--- config.mk ---
export PLATFORM = sky130hd
export DESIGN_NAME = seq_detector_param
export DESIGN_NICKNAME = d
export VERILOG_FILES = /design/src/rtl/seq_det_pkg.sv /design/src/rtl/seq_det_piso.sv /design/src/rtl/seq_detector_param.sv
export SDC_FILE = /design/constraint.sdc
export NUM_CORES = 1
export LEC_CHECK = 0
export CORE_MARGIN = 2
export CORE_UTILIZATION = 55
export DETAILED_ROUTE_END_ITERATION = 8
export PLACE_DENSITY = 0.82
export SKIP_LAST_GASP = 1
export SLEW_MARGIN = 20
export SYNTH_ARGS = -nofsm -noshare
export SYNTH_HDL_FRONTEND = slang
export SYNTH_SLANG_ARGS = --single-unit
--- constraint.sdc ---
create_clock -name clk_i -period 2.8 [get_ports clk_i]
set_clock_uncertainty 0.05 [all_clocks]
set_input_delay 0.7 -clock clk_i [delete_from_list [all_inputs] [get_ports clk_i]]
set_output_delay 0.7 -clock clk_i [all_outputs]
set_load 0.005 [all_outputs]
--- src/rtl/seq_det_pkg.sv ---
// Shared types and defaults for the serial pattern detector.
// Latency: n/a (declarations only).
// Backpressure: n/a.
package seq_det_pkg;

    // Scan controller states
    typedef enum logic [1:0] {
        IDLE  = 2'd0,
        SHIFT = 2'd1,
        DONE  = 2'd2
    } state_t;

    localparam int          DEF_WIDTH   = 8;
    localparam int          DEF_PAT_LEN = 5;
    localparam logic [4:0]  DEF_PATTERN = 5'b11011;

    // Counter width able to hold 0..width inclusive
    function automatic int cnt_width(input int width);
        return $clog2(width + 1);
    endfunction

endpackage

--- src/rtl/seq_det_piso.sv ---
// Parallel-in serial-out word register, MSB first, with last-bit flag.
// Latency: bit_o reflects the current index combinationally; index advances on shift.
// Backpressure: shift is a plain enable; holding it low stalls the word in place.
module seq_det_piso #(
    parameter int WIDTH = 8
) (
    input  logic             clk_i,
    input  logic             rst,
    input  logic             load,
    input  logic             shift,
    input  logic [WIDTH-1:0] data,
    output logic             bit_o,
    output logic             last_o
);

    localparam int IDX_W = $clog2(WIDTH);

    logic [WIDTH-1:0] word_q;
    logic [IDX_W-1:0] idx_q;

    // Word capture on load; index walks from MSB down to 0 on each shift
    always_ff @(posedge clk_i) begin
        if (rst) begin
            word_q <= '0;
            idx_q  <= '0;
        end else if (load) begin
            word_q <= data;
            idx_q  <= IDX_W'(WIDTH - 1);
        end else if (shift && (idx_q != '0)) begin
            idx_q  <= idx_q - IDX_W'(1);
        end
    end

    assign bit_o  = word_q[idx_q];
    assign last_o = (idx_q == '0);

endmodule

--- src/rtl/seq_detector_param.sv ---
// Serial pattern detector: scans a loaded word MSB first and counts PATTERN hits.
// Latency: bits consumed T+1..T+WIDTH after set_i at T; match_o one cycle after the completing bit; done_o at T+WIDTH+1.
// Backpressure: en_i low stalls the scan with all state held; set_i restarts at any time.
module seq_detector_param
    import seq_det_pkg::*;
#(
    parameter int                 WIDTH   = DEF_WIDTH,
    parameter int                 PAT_LEN = DEF_PAT_LEN,
    parameter logic [PAT_LEN-1:0] PATTERN = PAT_LEN'(DEF_PATTERN),
    parameter int                 OVERLAP = 1,
    localparam int                CNT_W   = cnt_width(WIDTH)
) (
    input  logic             clk_i,
    input  logic             rst_i,
    input  logic             set_i,
    input  logic             en_i,
    input  logic [WIDTH-1:0] data_i,
    output logic             busy_o,
    output logic             match_o,
    output logic             detect_o,
    output logic [CNT_W-1:0] match_cnt_o,
    output logic             done_o
);

    localparam int                FILL_W    = $clog2(PAT_LEN + 1);
    localparam logic [FILL_W-1:0] FILL_FULL = FILL_W'(PAT_LEN);

    if (WIDTH < 2 || WIDTH > 32) begin : g_bad_width
        $error("seq_detector_param: WIDTH must be in 2..32");
    end
    if (PAT_LEN < 1 || PAT_LEN > WIDTH) begin : g_bad_pat_len
        $error("seq_detector_param: PAT_LEN must be in 1..WIDTH");
    end

    state_t              state_q;
    logic [PAT_LEN-1:0]  hist_q;
    logic [FILL_W-1:0]   fill_q;
    logic [PAT_LEN:0]    hist_shift;
    logic [PAT_LEN-1:0]  hist_nxt;
    logic [FILL_W-1:0]   fill_nxt;
    logic                hit;
    logic                consume;
    logic                piso_bit;
    logic                piso_last;

    // A bit is taken only while scanning, enabled, and not being restarted
    assign consume = (state_q == SHIFT) && en_i && !set_i;

    seq_det_piso #(
        .WIDTH (WIDTH)
    ) u_piso (
        .clk_i  (clk_i),
        .rst    (rst_i),
        .load   (set_i),
        .shift  (consume),
        .data   (data_i),
        .bit_o  (piso_bit),
        .last_o (piso_last)
    );

    // Next history/fill if the current bit is consumed, and whether that completes the pattern
    always_comb begin
        hist_shift = {hist_q, piso_bit};
        hist_nxt   = hist_shift[PAT_LEN-1:0];
        fill_nxt   = (fill_q == FILL_FULL) ? fill_q : fill_q + FILL_W'(1);
        hit        = (fill_nxt == FILL_FULL) && (hist_nxt == PATTERN);
    end

    // Scan FSM with registered status outputs
    always_ff @(posedge clk_i) begin
        if (rst_i) begin
            state_q     <= IDLE;
            hist_q      <= '0;
            fill_q      <= '0;
            busy_o      <= 1'b0;
            match_o     <= 1'b0;
            detect_o    <= 1'b0;
            match_cnt_o <= '0;
            done_o      <= 1'b0;
        end else begin
            match_o <= 1'b0;
            done_o  <= 1'b0;
            if (set_i) begin
                state_q     <= SHIFT;
                hist_q      <= '0;
                fill_q      <= '0;
                busy_o      <= 1'b1;
                detect_o    <= 1'b0;
                match_cnt_o <= '0;
            end else begin
                case (state_q)
                    IDLE: begin
                        state_q <= IDLE;
                    end
                    SHIFT: begin
                        if (en_i) begin
                            hist_q <= hist_nxt;
                            // Non-overlapping mode forgets history once a match lands
                            fill_q <= (hit && (OVERLAP == 0)) ? '0 : fill_nxt;
                            if (hit) begin
                                match_o     <= 1'b1;
                                detect_o    <= 1'b1;
                                match_cnt_o <= match_cnt_o + CNT_W'(1);
                            end
                            if (piso_last) begin
                                state_q <= DONE;
                                busy_o  <= 1'b0;
                                done_o  <= 1'b1;
                            end
                        end
                    end
                    DONE: begin
                        state_q <= IDLE;
                    end
                    default: begin
                        state_q <= IDLE;
                    end
                endcase
            end
        end
    end

endmodule
## Word-level counts from Yosys, hierarchy flattened

Cells that the tools add are included.

| cells by class | value |
|---|---|
| add/sub/neg operators | 3 |
| magnitude comparators | 1 |
| equal/unequal tests | 6 |
| mux-type cells | 15 |
| bitwise gates (word level) | 2 |
| reduce and logical (&&, ||, !) cells | 19 |

Operator list:

| operator | number |
|---|---|
| two-way mux 1 bit | 11 |
| two-way mux 3 bit | 3 |
| nonzero test 2 bit | 4 |
| == test 3 bit (second input constant) | 2 |
| != test 3 bit (second input constant) | 2 |
| AND reduction 2 bit | 3 |
| AND reduction 3 bit | 2 |
| == test 5 bit (second input constant) | 1 |
| adder 4 x 1 -> 4 bit (second input constant) | 1 |
| logical AND 1 bit | 4 |
| < comparator 3 x 4 -> 1 bit (second input constant) | 1 |
| OR reduction 4 bit | 1 |
| adder 3 x 1 -> 3 bit (second input constant) | 1 |
| binary-select mux 1 bit (select 3 bit) | 1 |
| logical NOT 3 bit | 1 |
| nonzero test 3 bit | 1 |
| OR reduction 3 bit | 1 |
| subtractor 3 x 1 -> 3 bit (second input constant) | 1 |
| == test 2 x 1 -> 1 bit (second input constant) | 1 |
| inverter 1 bit | 2 |
| OR reduction 2 bit | 1 |
| logical NOT 1 bit | 1 |

| word-level totals | value |
|---|---|
| flip-flop bits (word level) | 28 |
| output and inout port bits | 8 |

## Longest topological paths before layout

Gate-level depths: netlist of run 1.

| depth | value |
|---|---|
| word-level depth | 6 |
| mapped depth | 6 |

## Modules after synthesis

Synthesis of run 1 repeated with hierarchy kept, for this count alone.

| unflattened totals | value |
|---|---|
| cell total of the unflattened synthesis | 132 |
| area, all modules | 1,238.7 um^2 |

Modules (own cells, without submodules):

| module | times used | cells an instance | area an instance (um^2) | seq. area each (um^2) |
|---|---|---|---|---|
| seq_detector_param | 1 | 83 | 726.9 | 340.3 |
| seq_det_piso | 1 | 49 | 511.7 | 220.2 |

## Worst setup path after synthesis of run 1

Ideal clock, no wire load.

| timing path | value |
|---|---|
| path kind | input to register |
| from | input port en_i |
| to | register match_cnt_o[0] |
| setup time | 71 ps |
| arrival | 1,655 ps |
| data required time | 2,679 ps |
| path slack | 1,024 ps |
| stages on the path | 4 |
| path buffers | 0 |
| cell sequence | and3b_1 -> o2111ai_1 -> or4_1 -> a21oi_1 |

| between the ends | value |
|---|---|
| cells in the longest elaborated chain, start to end | 1 |

Ends and longest elaborated chain:

| element | line | RTL |
|---|---|---|
| from (decl) | seq_detector_param.sv:16 | `input logic en_i,` |
| AND reduction 3 bit (no line) | -- |  |
| to (signal assigned) | seq_detector_param.sv:103 | `match_cnt_o <= match_cnt_o + CNT_W'(1);` |
| to (decl) | seq_detector_param.sv:21 | `output logic [CNT_W-1:0] match_cnt_o,` |

No other way between the ends.
A chain may end at the register's enable or synchronous reset.

## Worst setup path after layout of run 1

Ends and elaborated chain as after synthesis.

==> summary.md, run 1 <==
| Metric | Value |
|---|---|
| CP max stage delay | `0.52 ns` |
| Worst VDD drop | `roughly 0.42 mV` |
| Filler cells | `around 170` |
| Layout Nets | `170` |
| Max-cap violations | `0` |
| CP required | `3.01 ns` |
| Die area | `roughly 2700 sq um` |
| Worst Setup Path Type | `input pin to flop` |
| CP bufs+invs | `1` |
| I/O pins | `20` |
| Synth top area cells | `dfxtp_1 (45%), mux2i_1 (8.8%), nor2_1 (5.7%)` |
| Setup_tns | `0 ns` |
| # DRC | `0` |
| Worst-Skew Late Latency | `between 0.3 and 0.4 ns` |
| Yosys reg bits | `28` |
| Starting Density | `between 50 and 60%` |
| Final instance area | `between 1500 and 2000 sq um` |
| Vias in the first global route | `1018` |
| Antenna-violating nets left | `0` |
| RSZ-0062 raised after global routing | `false` |
| Post-CTS Setup Inserts | `0` |
| CP max FO | `5` |
| CTS max path bufs | `2` |
| Vias per cell | `around 5.7` |
| Switch share | `24.41%` |
| Endpoints failing setup | `0` |
| Synth Instances | `between 100 and 150` |
| Total GRT Usage | `about a fifth` |
| Gate power share | `13.7%` |
| Sw power | `~0.00017 W` |
| Setup crit end kind | `flop` |
| Gr ovfl total | `0` |
| Sequential power share | `between 60% and 70%` |
| TritonCTS clock tree | `done` |
| Total CTS buffers | `3` |
| Hold Path Class | `flop to flop` |
| Core Box Area | `approximately 2200 sq um` |
| Largest net degree at the start of global routing | `17` |
| Slew Limit Fails | `0` |
| CTS resizes | `0` |
| Power per Cell Area | `between 400 and 500 nW/um^2` |
| Root Buffer | `clkbuf_4` |
| Dpl cells | `176` |
| Post-CTS Hold Buffers | `0` |
| Post-Syn Area per Cell | `9.542 sq um` |
| # H-tree levels | `1` |
| Worst EP arrival | `about 2.3 ns` |
| CP delay by family, top | `simple AND/OR/NAND/NOR gates` |
| CP startpoint kind | `input pin` |
| Crit path time final | `between 2 and 2.5 ns` |
| Die Wd | `roughly 52 microns` |
| Routed WL per cell | `approximately 13 microns` |
| Setup WS pre-CTS | `about 0.42 ns` |
| Vias | `1019` |
| Yosys warning count | `0` |
| First-pass GRT wire length | `around 4200 microns` |
| Status | `completed` |
| Slowest cell on crit path | `or4_1` |
| Final Hold Fails | `0` |
| Non-filler instance count after layout | `roughly 180` |
| Share of the synthesized area in the top cell type | `approximately 45%` |
| Layout cells sized above 1 | `between 7 and 8%` |
| FP Rows | `17` |
| Sink Count | `28` |
| Clock transition at path regs | `0.14 ns` |
| Clk pwr share | `between 20% and 30%` |
| Fmax | `slightly below 500 MHz` |
| Slew @ Worst Pin | `0.4338 ns` |
| Final core occ | `a little under 70%` |
| Number of port buffers | `19` |
| Post-synth cell types | `29` |
| DP Area | `around 1500 sq um` |
| N_diodes | `0` |
| Sequential share of the synthesized area | `roughly 45%` |
| Gpl congestion | `0.7280` |
| Die H | `approximately 52 microns` |
| TritonRoute pass-1 iters | `4` |
| Worst path cell trace | `clkdlybuf4s50_1 > and3b_1 > o2111ai_1 > or4_1 > a21oi_1` |
| Initial DRC count | `8` |
| Worst Setup Slack, final | `roughly 0.76 ns` |
| Initial antenna violation count | `0` |
| Headroom to the max-slew limit | `70.95%` |
| Post-Syn Area | `1250 sq um` |
| Leak pwr | `around 0.6 nW` |
| Fin crit share | `roughly 73%` |
| Syn_nets | `about 150` |
| Synthesis-to-finish area growth | `20.12%` |
| Routed wire length | `about 2300 microns` |
| Pint | `between 0.0005 and 0.0006 W` |
| Cell taking the most area after synthesis | `dfxtp_1` |
synthesized netlist by cell type:
| master | number |
|---|---|
| mux2i_1 | 11 |
| nand4_1 | 2 |
| a31oi_1 | 2 |
| mux2_2 | 2 |
| nand2_1 | 13 |
| or3_1 | 2 |
| nor2_1 | 19 |
| nor2b_1 | 1 |
| inv_1 | 5 |
| nor4_1 | 2 |
| a21oi_1 | 12 |
| and4b_1 | 2 |
| o2111a_1 | 1 |
| clkbuf_1 | 4 |
| a31o_2 | 1 |
| o31ai_1 | 2 |
| ha_1 | 5 |
| nand3b_1 | 3 |
| and3b_1 | 1 |
| dfxtp_1 | 28 |
| mux2i_2 | 1 |
| xnor2_1 | 2 |
| a211oi_1 | 3 |
| or4_1 | 1 |
| nand3_1 | 1 |
| buf_1 | 1 |
| or2_2 | 1 |
| mux4_1 | 2 |
| o2111ai_1 | 1 |
cell type report:
class	instances	area, sq um	area share (%)
Inverter	5	18.77	1.250
Multi-Input combinational cell	93	651.9	43.42
Sequential cell	28	560.5	37.33
Timing Repair Buffer	22	212.7	14.17
Tap cell	28	35.03	2.333
Clock buffer	3	22.52	1.500
metrics by stage:
step / hold WS [ns] / total power [W]
6_report: 0.4195 / 0.0006777
5_1_grt: 0.4526 / 0.0007122
4_1_cts: 0.4228 / 0.0006846
3_5_place_dp: 0.4047 / 0.0005255
3_3_place_gp: 0.3903 / 0.0005195
2_1_floorplan: 0.3822 / 0.0004893
state kept, by name (all words and copies together) (netlist names):
| name | cells |
|---|---|
| match_o | 1 |
| u_piso.word_q | 8 |
| detect_o | 1 |
| u_piso.idx_q | 3 |
| busy_o | 1 |
| match_cnt_o | 4 |
| fill_q | 3 |
| hist_q | 4 |
| state_q | 2 |
| done_o | 1 |
layer usage:
metal	GRT usage [%]	vias to the layer above	wire length (microns)
li1	-	510	-
met1	24.08	486	992
met2	36.54	17	1245
met3	4.023	6	64
met4	7.456	0	44
met5	0	-	0
cell usage in the layout (no fill, tap or decap):
cell	synthesis	layout
or2_2	1	1
mux2_2	2	2
o2111a_1	1	1
and3b_1	1	1
xnor2_1	2	2
a31oi_1	2	2
nand4_1	2	2
or4_1	1	1
or3_1	2	2
a21oi_1	12	12
o2111ai_1	1	1
ha_1	5	5
o31ai_1	2	2
mux2i_1	11	11
buf_4	0	3
nand2_1	13	13
mux2i_2	1	1
mux4_1	2	2
and4b_1	2	2
nor2b_1	1	1
a211oi_1	3	3
dfxtp_1	28	28
a31o_2	1	1
nand3b_1	3	3
nor4_1	2	2
inv_1	5	5
clkbuf_4	0	3
clkdlybuf4s50_1	0	19
nor2_1	19	19
nand3_1	1	1
power by group through the flow:
stage | clock network, W | registers, W | logic, W
detailed placement | 0 | 0.000433 | 0.0000929
global placement | 0 | 0.000431 | 0.0000882
finish | 0.000161 | 0.000424 | 0.0000926
CTS | 0.000168 | 0.000424 | 0.0000932
global route | 0.000181 | 0.000426 | 0.000105
floorplan | 0 | 0.000429 | 0.0000599
worst register-to-register path, stage by stage, from the launching register on:
cell	delay, ns
dfxtp_1	0.44
ha_1	0.27
nand3b_1	0.15
o2111ai_1	0.21
or4_1	0.52
a21oi_1	0.14
cells by family (layout without fill, tap and decap cells):
kind of cell	count (synthesis)	in the layout	synth area share (%)
adder cells (fa/ha/maj)	5	5	5.005
XOR/XNOR	2	2	1.402
AO/OA/AOI/OAI	22	22	11.11
flip-flops	28	28	44.85
buffers and inverters	10	30	3.003
AND/OR/NAND/NOR	48	48	18.72
multiplexers	16	16	15.92
path summary, 6_finish.rpt:
path,from,endpoint,slack (ns),cells past startpoint
max,en_i,match_cnt_o[0],0.76,5
min,hist_q[3],hist_q[3],0.42,2
max reg2reg,fill_q[0],match_cnt_o[0],0.97,5
min reg2reg,hist_q[3],hist_q[3],0.42,2
Power figures use the tool's default switching activity.
==> inputs of run 2 (changes only) <==
--- a/config.mk
+++ b/config.mk
@@ -6,9 +6,9 @@
 export NUM_CORES = 1
 export LEC_CHECK = 0
 export CORE_MARGIN = 2
-export CORE_UTILIZATION = 55
+export CORE_UTILIZATION = 46
 export DETAILED_ROUTE_END_ITERATION = 8
-export PLACE_DENSITY = 0.82
+export PLACE_DENSITY = 0.73
 export SKIP_LAST_GASP = 1
 export SLEW_MARGIN = 20
 export SYNTH_ARGS = -nofsm -noshare
==> constraint.sdc (replaced) <==
create_clock -name clk_i -period 1.8 [get_ports clk_i]
set_clock_uncertainty 0.05 [all_clocks]
set_input_delay 0.45 -clock clk_i [delete_from_list [all_inputs] [get_ports clk_i]]
set_output_delay 0.45 -clock clk_i [all_outputs]
set_load 0.005 [all_outputs]
==> run 2 against run 1 <==
Compared with the run above:
- global-route usage fell by 2.4 points
- first-iteration DRC count rose to 2.6 times the previous value
- worst setup slack got worse by 0.70 ns
- routed wire length rose by 12%
- critical path depth fell by 4
- non-clock buffer count rose by 8
- critical path type is now flop to primary output
- critical endpoint is now match_cnt_o[0]
==> summary.md, run 2 (synthesis gave the netlist of run 1 again) <==
| Metric | Value |
|---|---|
| Routed wire length | `2636 microns (was 2346 microns)` |
| CP delay by family, top | `buffers and inverters (was simple AND/OR/NAND/NOR gates)` |
| Slowest cell on crit path | `clkdlybuf4s50_1 (was or4_1)` |
| Starting Density | `49.55% (was 57.61%)` |
| Gr ovfl total | `0 (unchanged)` |
| Most frequent cells in the layout | `dfxtp_1 (22), nor2_1 (19), clkdlybuf4s50_1 (19), nand2_1 (13), a21oi_1 (12) (was dfxtp_1 (28), nor2_1 (19), clkdlybuf4s50_1 (19), nand2_1 (13), a21oi_1 (12))` |
| Root Buffer | `clkbuf_4 (unchanged)` |
| CP required | `1.30 ns (was 3.01 ns)` |
| Worst path cell trace | `clkdlybuf4s50_1 (was clkdlybuf4s50_1 > and3b_1 > o2111ai_1 > or4_1 > a21oi_1)` |
| Total CTS buffers | `3 (unchanged)` |
| Filler cells | `217 (was 166)` |
| Commonest non-fill, non-tap cell in the layout | `dfxtp_1 (unchanged)` |
| Status | `completed (unchanged)` |
| Most flop-heavy register | `u_piso.word_q (unchanged)` |
| TritonRoute pass-1 iters | `5 (was 4)` |
| Largest net degree at the start of global routing | `17 (unchanged)` |
| Hold WS | `0.4281 ns (was 0.4195 ns)` |
| Worst-Skew Late Latency | `0.34 ns (was 0.32 ns)` |
| Layout Nets | `178 (was 170)` |
| Max-cap violations | `0 (unchanged)` |
| Multi-input logic area | `661.9 sq um (was 651.9 sq um)` |
| First-pass GRT wire length | `4547 microns (was 4167 microns)` |
| # H-tree levels | `1 (unchanged)` |
| Register Area | `570.5 sq um (was 560.5 sq um)` |
| Worst Setup Path Type | `flop to primary output (was input pin to flop)` |
| Gpl congestion | `0.8934 (was 0.7280)` |
| CP max FO | `5 (unchanged)` |
| Non-filler instance count after layout | `190 (was 179)` |
| N_diodes | `0 (unchanged)` |
| Antenna-violating nets left | `0 (unchanged)` |
| Routed WL per cell | `13.87 microns (was 13.11 microns)` |
| CP max stage delay | `0.51 ns (was 0.52 ns)` |
| Crit path time final | `1.745 ns` |
| Initial antenna violation count | `0 (unchanged)` |
| Die Wd | `56.13 microns (was 51.67 microns)` |
| DP HPWL | `1910 microns` |
| Setup_tns | `0 ns (unchanged)` |
| TritonCTS clock tree | `done (unchanged)` |
| # DRC | `0 (unchanged)` |
| CP bufs+invs | `1 (unchanged)` |
| Worst EP arrival | `1.24 ns (was 2.25 ns)` |
| Slew @ Worst Pin | `0.4948 ns (was 0.4338 ns)` |
| Largest register FFs | `8 (unchanged)` |
| Final Hold Fails | `0 (unchanged)` |
| Leak pwr | `0.6486 nW (was 0.6004 nW)` |
| Endpoints failing setup | `0 (unchanged)` |
| Core Box Area | `2522 sq um (was 2170 sq um)` |
| Layout cells sized above 1 | `18.75% (was 7.285%)` |
| Largest regs | `u_piso.word_q (8), hist_q (4), match_cnt_o (4) (unchanged)` |
| Worst VDD drop | `0.6333 mV (was 0.4230 mV)` |
| Total GRT Usage | `18.02% (was 20.43%)` |
| Vias per cell | `5.532 (was 5.693)` |
| Fin crit share | `between 90 and 100%` |
| Hold Path Class | `flop to flop (unchanged)` |
| CTS max path bufs | `2 (unchanged)` |
| Fmax | `573.1 MHz` |
| Die H | `56.13 microns (was 51.67 microns)` |
| Setup crit end kind | `primary output (was flop)` |
| Post-CTS Setup Inserts | `0 (unchanged)` |
| Vias in the first global route | `1067 (was 1018)` |
| Headroom to the max-slew limit | `66.86% (was 70.95%)` |
| Power per Cell Area | `764.9 nW/um^2 (was 451.4 nW/um^2)` |
| CTS resizes | `2 (was 0)` |
| FP Rows | `18 (was 17)` |
| Vias | `1051 (was 1019)` |
| Synthesis-to-finish area growth | `30.13% (was 20.12%)` |
| Slew Limit Fails | `0 (unchanged)` |
| Number of port buffers | `19 (unchanged)` |
| Post-CTS Hold Buffers | `0 (unchanged)` |
| I/O pins | `20 (unchanged)` |
| Die area | `3150 sq um (was 2670 sq um)` |
| Dpl cells | `186 (was 176)` |
| Sink Count | `28 (unchanged)` |
| CP startpoint kind | `flop (was input pin)` |
| Clock transition at path regs | `0.16 ns (was 0.14 ns)` |
| Initial DRC count | `21 (was 8)` |
[run 2: final cells by class]
cell class	instances	share of cell area, %
Timing Repair Buffer	30	17.54
Sequential cell	28	35.08
Tap cell	30	2.308
Clock inverter	1	1.846
Clock buffer	3	1.385
Inverter	5	1.154
Multi-Input combinational cell	93	40.69
[run 2: worst paths after layout]
check / start / endpoint / slack, ns / cells after the start
setup reg to reg: fill_q[1] / match_cnt_o[0] / 0.10 / 6
hold / removal: hist_q[1] / hist_q[2] / 0.43 / 2
setup / recovery: match_cnt_o[0] / match_cnt_o[0] / 0.06 / 1
hold reg to reg: hist_q[1] / hist_q[2] / 0.43 / 2
[run 2: worst register-to-register path: stages, from the launching register on]
cell and delay, ns:
dfxtp_2 0.37, inv_1 0.06, ha_2 0.21, nand3b_1 0.15, o2111ai_2 0.14, or4_1 0.51, a21oi_1 0.15
[run 2: report_power, final]
part | internal [W] | leakage, nW | switching (W)
registers | 0.000642 | 0.232 | 0.0000182
clock network | 0.000225 | 0.0279 | 0.000194
logic | 0.0000914 | 0.389 | 0.0000738
[run 2: metal layers]
metal | share of wire (%) | up-vias | global-route usage, %
li1 | - | 523 | -
met1 | 44 | 504 | 20.43
met2 | 51 | 19 | 32.10
met4 | 1.4 | 0 | 7.823
met3 | 3.3 | 5 | 3.953
met5 | 0 | - | 0
[run 2: per-stage QoR]
step | instance area (sq um) | total power [W] | worst slack, ns | util (%)
floorplan | 1250 | 0.0007612 | 0.1625 | -
global placement | 1554 | 0.0008240 | -0.2141 | 61.61
detailed placement | 1554 | 0.0008309 | -0.2602 | 61.61
CTS | 1609 | 0.001246 | 0.01806 | 63.79
global route | 1627 | 0.001301 | -0.003385 | 64.48
finish | 1627 | 0.001244 | 0.05509 | 64.48
